$ cat config.mk
export PLATFORM = sky130hd
export DESIGN_NAME = atom_ps2_keyboard
export DESIGN_NICKNAME = d
export VERILOG_FILES = /design/src/rtl/atom_kbd_pkg.sv /design/src/rtl/atom_keymap.sv /design/src/rtl/atom_ps2_keyboard.sv
export SDC_FILE = /design/constraint.sdc
export NUM_CORES = 1
export LEC_CHECK = 0
export ABC_AREA = 1
export BUFFER_PORTS_ARGS = -buffer_cell sky130_fd_sc_hd__buf_2
export CAP_MARGIN = 20
export CORE_MARGIN = 2
export CORE_UTILIZATION = 25
export DETAILED_ROUTE_END_ITERATION = 8
export REMOVE_ABC_BUFFERS = 1
export SLEW_MARGIN = 20
export SYNTH_ARGS = -nofsm -noshare
export SYNTH_HDL_FRONTEND = slang
export SYNTH_SLANG_ARGS = --single-unit
$ cat constraint.sdc
create_clock -name clk -period 3.2 [get_ports clk]
set_clock_uncertainty 0.2 [all_clocks]
set_input_delay 0.64 -clock clk [delete_from_list [all_inputs] [get_ports clk]]
set_output_delay 0.64 -clock clk [all_outputs]
set_load 0.05 [all_outputs]
$ cat src/rtl/atom_kbd_pkg.sv
// Shared types and constants for the Atom PS/2 keyboard: receiver states,
// scancode prefixes and keymap entry format.
package atom_kbd_pkg;
  localparam logic [7:0] SC_EXT = 8'hE0;
  localparam logic [7:0] SC_BRK = 8'hF0;

  typedef enum logic [1:0] {ST_IDLE, ST_DATA, ST_PARITY, ST_STOP} rx_state_t;

  typedef enum logic [2:0] {
    K_MATRIX, K_LSHIFT, K_RSHIFT, K_LCTRL, K_RCTRL, K_REPT, K_BREAK
  } key_kind_t;

  typedef struct packed {
    logic      valid;
    key_kind_t kind;
    logic [3:0] row;
    logic [2:0] col;
  } key_ent_t;

  function automatic key_ent_t km(input int row, input int col);
    km = '{valid: 1'b1, kind: K_MATRIX, row: 4'(row), col: 3'(col)};
  endfunction

  function automatic key_ent_t ks(input key_kind_t kind);
    ks = '{valid: 1'b1, kind: kind, row: 4'd0, col: 3'd0};
  endfunction
endpackage

$ cat src/rtl/atom_keymap.sv
// Combinational scancode ROM: {ext, code} -> Atom matrix position or special key.
// F12 is only mapped when ATOM_KBD_BREAK_EN is defined.
module atom_keymap import atom_kbd_pkg::*; (
  input  logic       ext,
  input  logic [7:0] code,
  output key_ent_t   ent
);
  always_comb begin
    ent = '0;
    case ({ext, code})
      9'h029: ent = km(9, 0);  9'h01C: ent = km(9, 1);  9'h032: ent = km(9, 2);
      9'h021: ent = km(9, 3);  9'h023: ent = km(9, 4);  9'h024: ent = km(9, 5);
      9'h02B: ent = km(8, 0);  9'h034: ent = km(8, 1);  9'h033: ent = km(8, 2);
      9'h043: ent = km(8, 3);  9'h03B: ent = km(8, 4);  9'h042: ent = km(8, 5);
      9'h04B: ent = km(7, 0);  9'h03A: ent = km(7, 1);  9'h031: ent = km(7, 2);
      9'h044: ent = km(7, 3);  9'h04D: ent = km(7, 4);  9'h015: ent = km(7, 5);
      9'h02D: ent = km(6, 0);  9'h01B: ent = km(6, 1);  9'h02C: ent = km(6, 2);
      9'h03C: ent = km(6, 3);  9'h02A: ent = km(6, 4);  9'h01D: ent = km(6, 5);
      9'h022: ent = km(5, 0);  9'h035: ent = km(5, 1);  9'h01A: ent = km(5, 2);
      9'h045: ent = km(5, 3);  9'h016: ent = km(5, 4);  9'h01E: ent = km(5, 5);
      9'h026: ent = km(4, 0);  9'h025: ent = km(4, 1);  9'h02E: ent = km(4, 2);
      9'h036: ent = km(4, 3);  9'h03D: ent = km(4, 4);  9'h03E: ent = km(4, 5);
      9'h046: ent = km(3, 0);  9'h04E: ent = km(3, 1);  9'h04C: ent = km(3, 2);
      9'h041: ent = km(3, 3);  9'h049: ent = km(3, 4);  9'h04A: ent = km(3, 5);
      // Row 2: RETURN, DEL, ESC, COPY (End), cursor up, cursor left
      9'h05A: ent = km(2, 0);  9'h066: ent = km(2, 1);  9'h076: ent = km(2, 2);
      9'h169: ent = km(2, 3);  9'h175: ent = km(2, 4);  9'h16B: ent = km(2, 5);
      9'h054: ent = km(1, 0);  9'h05B: ent = km(1, 1);  9'h05D: ent = km(1, 2);
      9'h052: ent = km(1, 3);  9'h055: ent = km(1, 4);  9'h058: ent = km(1, 5);
      9'h00E: ent = km(0, 0);  9'h172: ent = km(0, 1);  9'h174: ent = km(0, 2);
      9'h00D: ent = km(0, 3);
      9'h012: ent = ks(K_LSHIFT);
      9'h059: ent = ks(K_RSHIFT);
      9'h014: ent = ks(K_LCTRL);
      9'h114: ent = ks(K_RCTRL);
      9'h011: ent = ks(K_REPT);
`ifdef ATOM_KBD_BREAK_EN
      9'h007: ent = ks(K_BREAK);
`endif
      default: ent = '0;
    endcase
  end
endmodule

$ cat src/rtl/atom_ps2_keyboard.sv
// PS/2 receiver and 10x6 Atom key matrix feeding the PIO keyboard inputs.
// Define ATOM_KBD_BREAK_EN to make F12 drive break_req.
module atom_ps2_keyboard import atom_kbd_pkg::*; #(
  parameter int TIMEOUT_CYCLES = 20000,
  parameter int SYNC_STAGES    = 2
) (
  input  logic       clk,
  input  logic       reset,
  input  logic       ps2_clk,
  input  logic       ps2_data,
  input  logic [3:0] key_row,
  output logic [7:0] kbd_out,
  output logic       rept_n,
  output logic       break_req
);
  localparam int TW = $clog2(TIMEOUT_CYCLES + 1);

  logic [SYNC_STAGES-1:0] clk_sync, dat_sync;
  logic clk_prev, fall, dat_s;

  always_ff @(posedge clk) begin
    if (reset) begin
      clk_sync <= '1;
      dat_sync <= '1;
      clk_prev <= 1'b1;
    end else begin
      clk_sync <= {clk_sync[SYNC_STAGES-2:0], ps2_clk};
      dat_sync <= {dat_sync[SYNC_STAGES-2:0], ps2_data};
      clk_prev <= clk_sync[SYNC_STAGES-1];
    end
  end

  assign fall  = clk_prev & ~clk_sync[SYNC_STAGES-1];
  assign dat_s = dat_sync[SYNC_STAGES-1];

  rx_state_t      state, state_nxt;
  logic [2:0]     bit_cnt;
  logic [7:0]     shreg, rx_byte;
  logic           par_bit, byte_ok, byte_valid, timeout;
  logic [TW-1:0]  timer;

  always_comb begin
    state_nxt = state;
    byte_ok   = 1'b0;
    timeout   = (state != ST_IDLE) && (timer == TW'(TIMEOUT_CYCLES - 1));
    if (fall) begin
      case (state)
        ST_IDLE:   if (!dat_s) state_nxt = ST_DATA;
        ST_DATA:   if (bit_cnt == 3'd7) state_nxt = ST_PARITY;
        ST_PARITY: state_nxt = ST_STOP;
        ST_STOP: begin
          state_nxt = ST_IDLE;
          byte_ok   = dat_s & (^{shreg, par_bit});
        end
        default:   state_nxt = ST_IDLE;
      endcase
    end else if (timeout) begin
      state_nxt = ST_IDLE;
    end
  end

  always_ff @(posedge clk) begin
    if (reset) begin
      state      <= ST_IDLE;
      bit_cnt    <= '0;
      shreg      <= '0;
      par_bit    <= 1'b0;
      timer      <= '0;
      byte_valid <= 1'b0;
      rx_byte    <= '0;
    end else begin
      state      <= state_nxt;
      byte_valid <= byte_ok;
      if (byte_ok) rx_byte <= shreg;
      // The watchdog only runs inside a frame; idle time between frames is unbounded.
      if (fall || state == ST_IDLE) timer <= '0;
      else                          timer <= timer + 1'b1;
      if (fall) begin
        if (state == ST_IDLE) bit_cnt <= '0;
        if (state == ST_DATA) begin
          shreg   <= {dat_s, shreg[7:1]};
          bit_cnt <= bit_cnt + 1'b1;
        end
        if (state == ST_PARITY) par_bit <= dat_s;
      end
    end
  end

  key_ent_t        ent;
  logic            ext, brk, lsh, rsh, lct, rct, rept;
  logic [9:0][5:0] matrix;
`ifdef ATOM_KBD_BREAK_EN
  logic            f12;
`endif

  atom_keymap u_keymap (.ext(ext), .code(rx_byte), .ent(ent));

  always_ff @(posedge clk) begin
    if (reset) begin
      ext <= 1'b0; brk <= 1'b0; matrix <= '0;
      lsh <= 1'b0; rsh <= 1'b0; lct <= 1'b0; rct <= 1'b0; rept <= 1'b0;
`ifdef ATOM_KBD_BREAK_EN
      f12 <= 1'b0;
`endif
    end else if (byte_valid) begin
      if (rx_byte == SC_EXT)      ext <= 1'b1;
      else if (rx_byte == SC_BRK) brk <= 1'b1;
      else begin
        ext <= 1'b0;
        brk <= 1'b0;
        if (ent.valid) begin
          case (ent.kind)
            K_MATRIX: matrix[ent.row][ent.col] <= ~brk;
            K_LSHIFT: lsh  <= ~brk;
            K_RSHIFT: rsh  <= ~brk;
            K_LCTRL:  lct  <= ~brk;
            K_RCTRL:  rct  <= ~brk;
            K_REPT:   rept <= ~brk;
`ifdef ATOM_KBD_BREAK_EN
            K_BREAK:  f12  <= ~brk;
`endif
            default: ;
          endcase
        end
      end
    end
  end

  logic [5:0] col_n;
  assign col_n = (key_row > 4'd9) ? 6'h3F : ~matrix[key_row];

  always_ff @(posedge clk) begin
    if (reset) begin
      kbd_out <= 8'hFF;
      rept_n  <= 1'b1;
    end else begin
      kbd_out <= {~(lsh | rsh), ~(lct | rct), col_n};
      rept_n  <= ~rept;
    end
  end

`ifdef ATOM_KBD_BREAK_EN
  always_ff @(posedge clk) begin
    if (reset) break_req <= 1'b0;
    else       break_req <= f12;
  end
`else
  assign break_req = 1'b0;
`endif
endmodule
==> results.json <==
{
  "syn_area_per_cell_sq_um": 6.30,
  "vdd_drop_max_uv": 286,
  "period_share_pct": 92.7,
  "async_flop_share_pct": 0,
  "hold_path.class": "reg -> reg",
  "crit_chain": "nand2_1 -> nor2_1 -> nand2_1 -> nand3_1 -> nor2_1 -> nand2_1 -> nor2_2 -> nand2_4 -> buf_4 -> nand4_1 -> nand2_1 -> a21oi_1",
  "diodes": 0,
  "ant_nets": 0,
  "hold_violations": 0,
  "num_vias": 7468,
  "relSlewSlack_pct": 46.2,
  "final_common_cell": "nand2_1",
  "synth_area_leaders": "dfxtp_1 (34%), nand2_1 (13%), nor2_1 (9.1%), a21oi_1 (7.8%), nand3_1 (7.0%)",
  "drt_wl_total_mm": 23.5,
  "leakagePower_nw": 3.28,
  "synth_top_family_by_area": "simple AND/OR/NAND/NOR gates",
  "stdcell_count": 1503,
  "synth_top_area_share_pct": 34.2,
  "fin_util_pct": 29.5,
  "fin_ws_ps": 233,
  "numClockSinks": 119,
  "synthXorXnorAreaFrac_pct": 1.01,
  "drt_pass1_iterations": 8,
  "syn_inst": 1104,
  "path_common_cell": "nand2_1",
  "clk-insertion-delay-late_ps": 420,
  "grt.total_usage_pct": 16.3,
  "maxSlewViolCount": 0,
  "crit_family": "simple AND/OR/NAND/NOR gates",
  "io_pins": 18,
  "die-area_sq_mm": 0.0292,
  "final_area_sq_mm": 0.00816,
  "max-cap-violations": 0,
  "hpwl_mm": 16.7,
  "cts_hold_buf": 0,
  "gp_congestion": 0.990,
  "crit_buf_inv": 1,
  "final_nets": 1128,
  "setup_viol": 0,
  "cpMaxStageDelayCell": "nor2_1",
  "drt_iter0_drc": 784,
  "power_density_mw_per_mm2": 460,
  "ctsResizeCount": 0,
  "cts_buffers": 17,
  "tightest_slew_ps": 805,
  "startpoint_type": "register",
  "syn_to_final_growth_pct": 17.3,
  "muxShareOfSynthArea_pct": 0,
  "root_buffer": "clkbuf_16",
  "htree_levels": 4,
  "cp.arrival_ps": 3070,
  "cts_tree": "built",
  "end_kind": "register",
  "yosysWarnings": 0,
  "grt_pass1_vias": 6941,
  "crit_type": "reg -> reg",
  "fp.coreArea_sq_mm": 0.0276,
  "post-cts-setup-buffers": 0,
  "final_cell_mix": "nand2_1 (240), nor2_1 (169), dfxtp_1 (119)",
  "pre_cts_ws_ps": 329,
  "syn_area_sq_mm": 0.00696,
  "max_stage_delay_ps": 490,
  "period_minus_slack_ps": 2970,
  "drt-wirelength-per-cell_um": 15.6,
  "drcViolationCount": 0,
  "viasPerCell": 4.97,
  "cp.required_ps": 3300,
  "grt_first_pass_wirelength_mm": 37.1,
  "synth_seq_cells": 119,
  "std_cell_rows": 61,
  "fmax_ghz": 0.337,
  "hold_ws_ps": 187,
  "synth-simple-area-share_pct": 39.6,
  "dp_cells": 1472,
  "port_buffers": 16,
  "synth_compound_area_share_pct": 15.2,
  "die_y_um": 171,
  "path_clk_slew_ps": 60,
  "start_util_pct": 25.2,
  "ys.flop_type": "dfxtp_1",
  "status": "completed",
  "antenna_found_initial": 0,
  "synth_edf_count": 0,
  "drive_gt1_share_pct": 10.4,
  "postPlaceCellArea_sq_mm": 0.00752,
  "synth_top_area_cell": "dfxtp_1",
  "ys_types": 39,
  "grt_overflow_total": 0,
  "ys_seq_area_share_pct": 34.2,
  "grt_start_max_net_pins": 45,
  "rsz0062_at_grt": "false",
  "die_w_um": 171,
  "worstPathMaxFanout": 40,
  "clockBufferDepth": 2,
  "synth-adder-area-share_pct": 1.26
}
## stage by stage
step / power (mW) / setup TNS [ps]
6_report: 3.76 / 0
5_1_grt: 3.88 / 0
4_1_cts: 3.80 / 0
3_5_place_dp: 1.66 / 0
3_3_place_gp: 1.66 / 0
2_1_floorplan: 1.60 / -18910
## where the power goes
group          total (mW)  switching (mW)  internal, mW
clock network        2.13           0.744          1.38
registers            1.50         0.00440          1.49
logic               0.136          0.0981        0.0374
total                3.76           0.846          2.91
## synth_stat cells, types with 6 or more instances
| cell type | instances |
|---|---|
| o211ai_1 | 6 |
| inv_1 | 76 |
| nand4_1 | 48 |
| o21ai_0 | 56 |
| buf_1 | 13 |
| clkbuf_1 | 27 |
| buf_2 | 9 |
| nand3_1 | 97 |
| ha_1 | 7 |
| nor2_2 | 11 |
| buf_4 | 9 |
| xnor2_1 | 7 |
| nor3_1 | 42 |
| o21bai_1 | 8 |
| nor2_1 | 169 |
| o21ai_1 | 7 |
| a21oi_1 | 108 |
| nand2_1 | 240 |
| inv_2 | 13 |
| dfxtp_1 | 119 |
## cells by family (layout without fill, tap and decap cells)
| family | Yosys count | count (layout) |
|---|---|---|
| AND/OR/NAND/NOR | 624 | 624 |
| AO/OA/AOI/OAI | 197 | 197 |
| buffers and inverters | 148 | 169 |
| flip-flops | 119 | 119 |
| XOR/XNOR | 8 | 8 |
| adder cells (fa/ha/maj) | 7 | 7 |
| other | 1 | 1 |
## sequential cells by signal, summed over array words and instances, names as in the netlist, 2 cells and up
signal,count
bit_cnt,3
clk_sync,2
dat_sync,2
kbd_out,8
matrix,60
rx_byte,8
shreg,8
state,2
timer,15
## routing by layer
layer	wire length (um)	GRT usage [%]	part of all wire (%)	vias up
met2	10400	25.7	44	282
met5	0	0	0	-
met1	10700	21.5	45	3438
met3	1560	3.42	6.6	55
li1	-	-	-	3693
met4	867	7.22	3.7	0
## worst paths after layout
check        depth (start not counted)  slack, ps    endpoint        from
max                                 12        230  matrix[17]  rx_byte[0]
min                                  1        190      rept_n        rept
min reg2reg                          1        190      rept_n        rept
max reg2reg                         12        230  matrix[17]  rx_byte[0]
## worst register-to-register path, cell delays in order, from the launching register on
cell	delay (ps)
dfxtp_1	480
nand2_1	180
nor2_1	490
nand2_1	240
nand3_1	210
nor2_1	90
nand2_1	80
nor2_2	60
nand2_4	90
buf_4	400
nand4_1	190
nand2_1	90
a21oi_1	60
## area by class of cell
class	count	area, sq um
Sequential cell	119	2380
Timing Repair Buffer	48	345
Clock buffer	17	425
Fill cell	3095	19500
Clock inverter	14	223
Multi-Input combinational cell	837	3980
Inverter	90	338
Tap cell	378	473
Power figures use the tool's default switching activity.
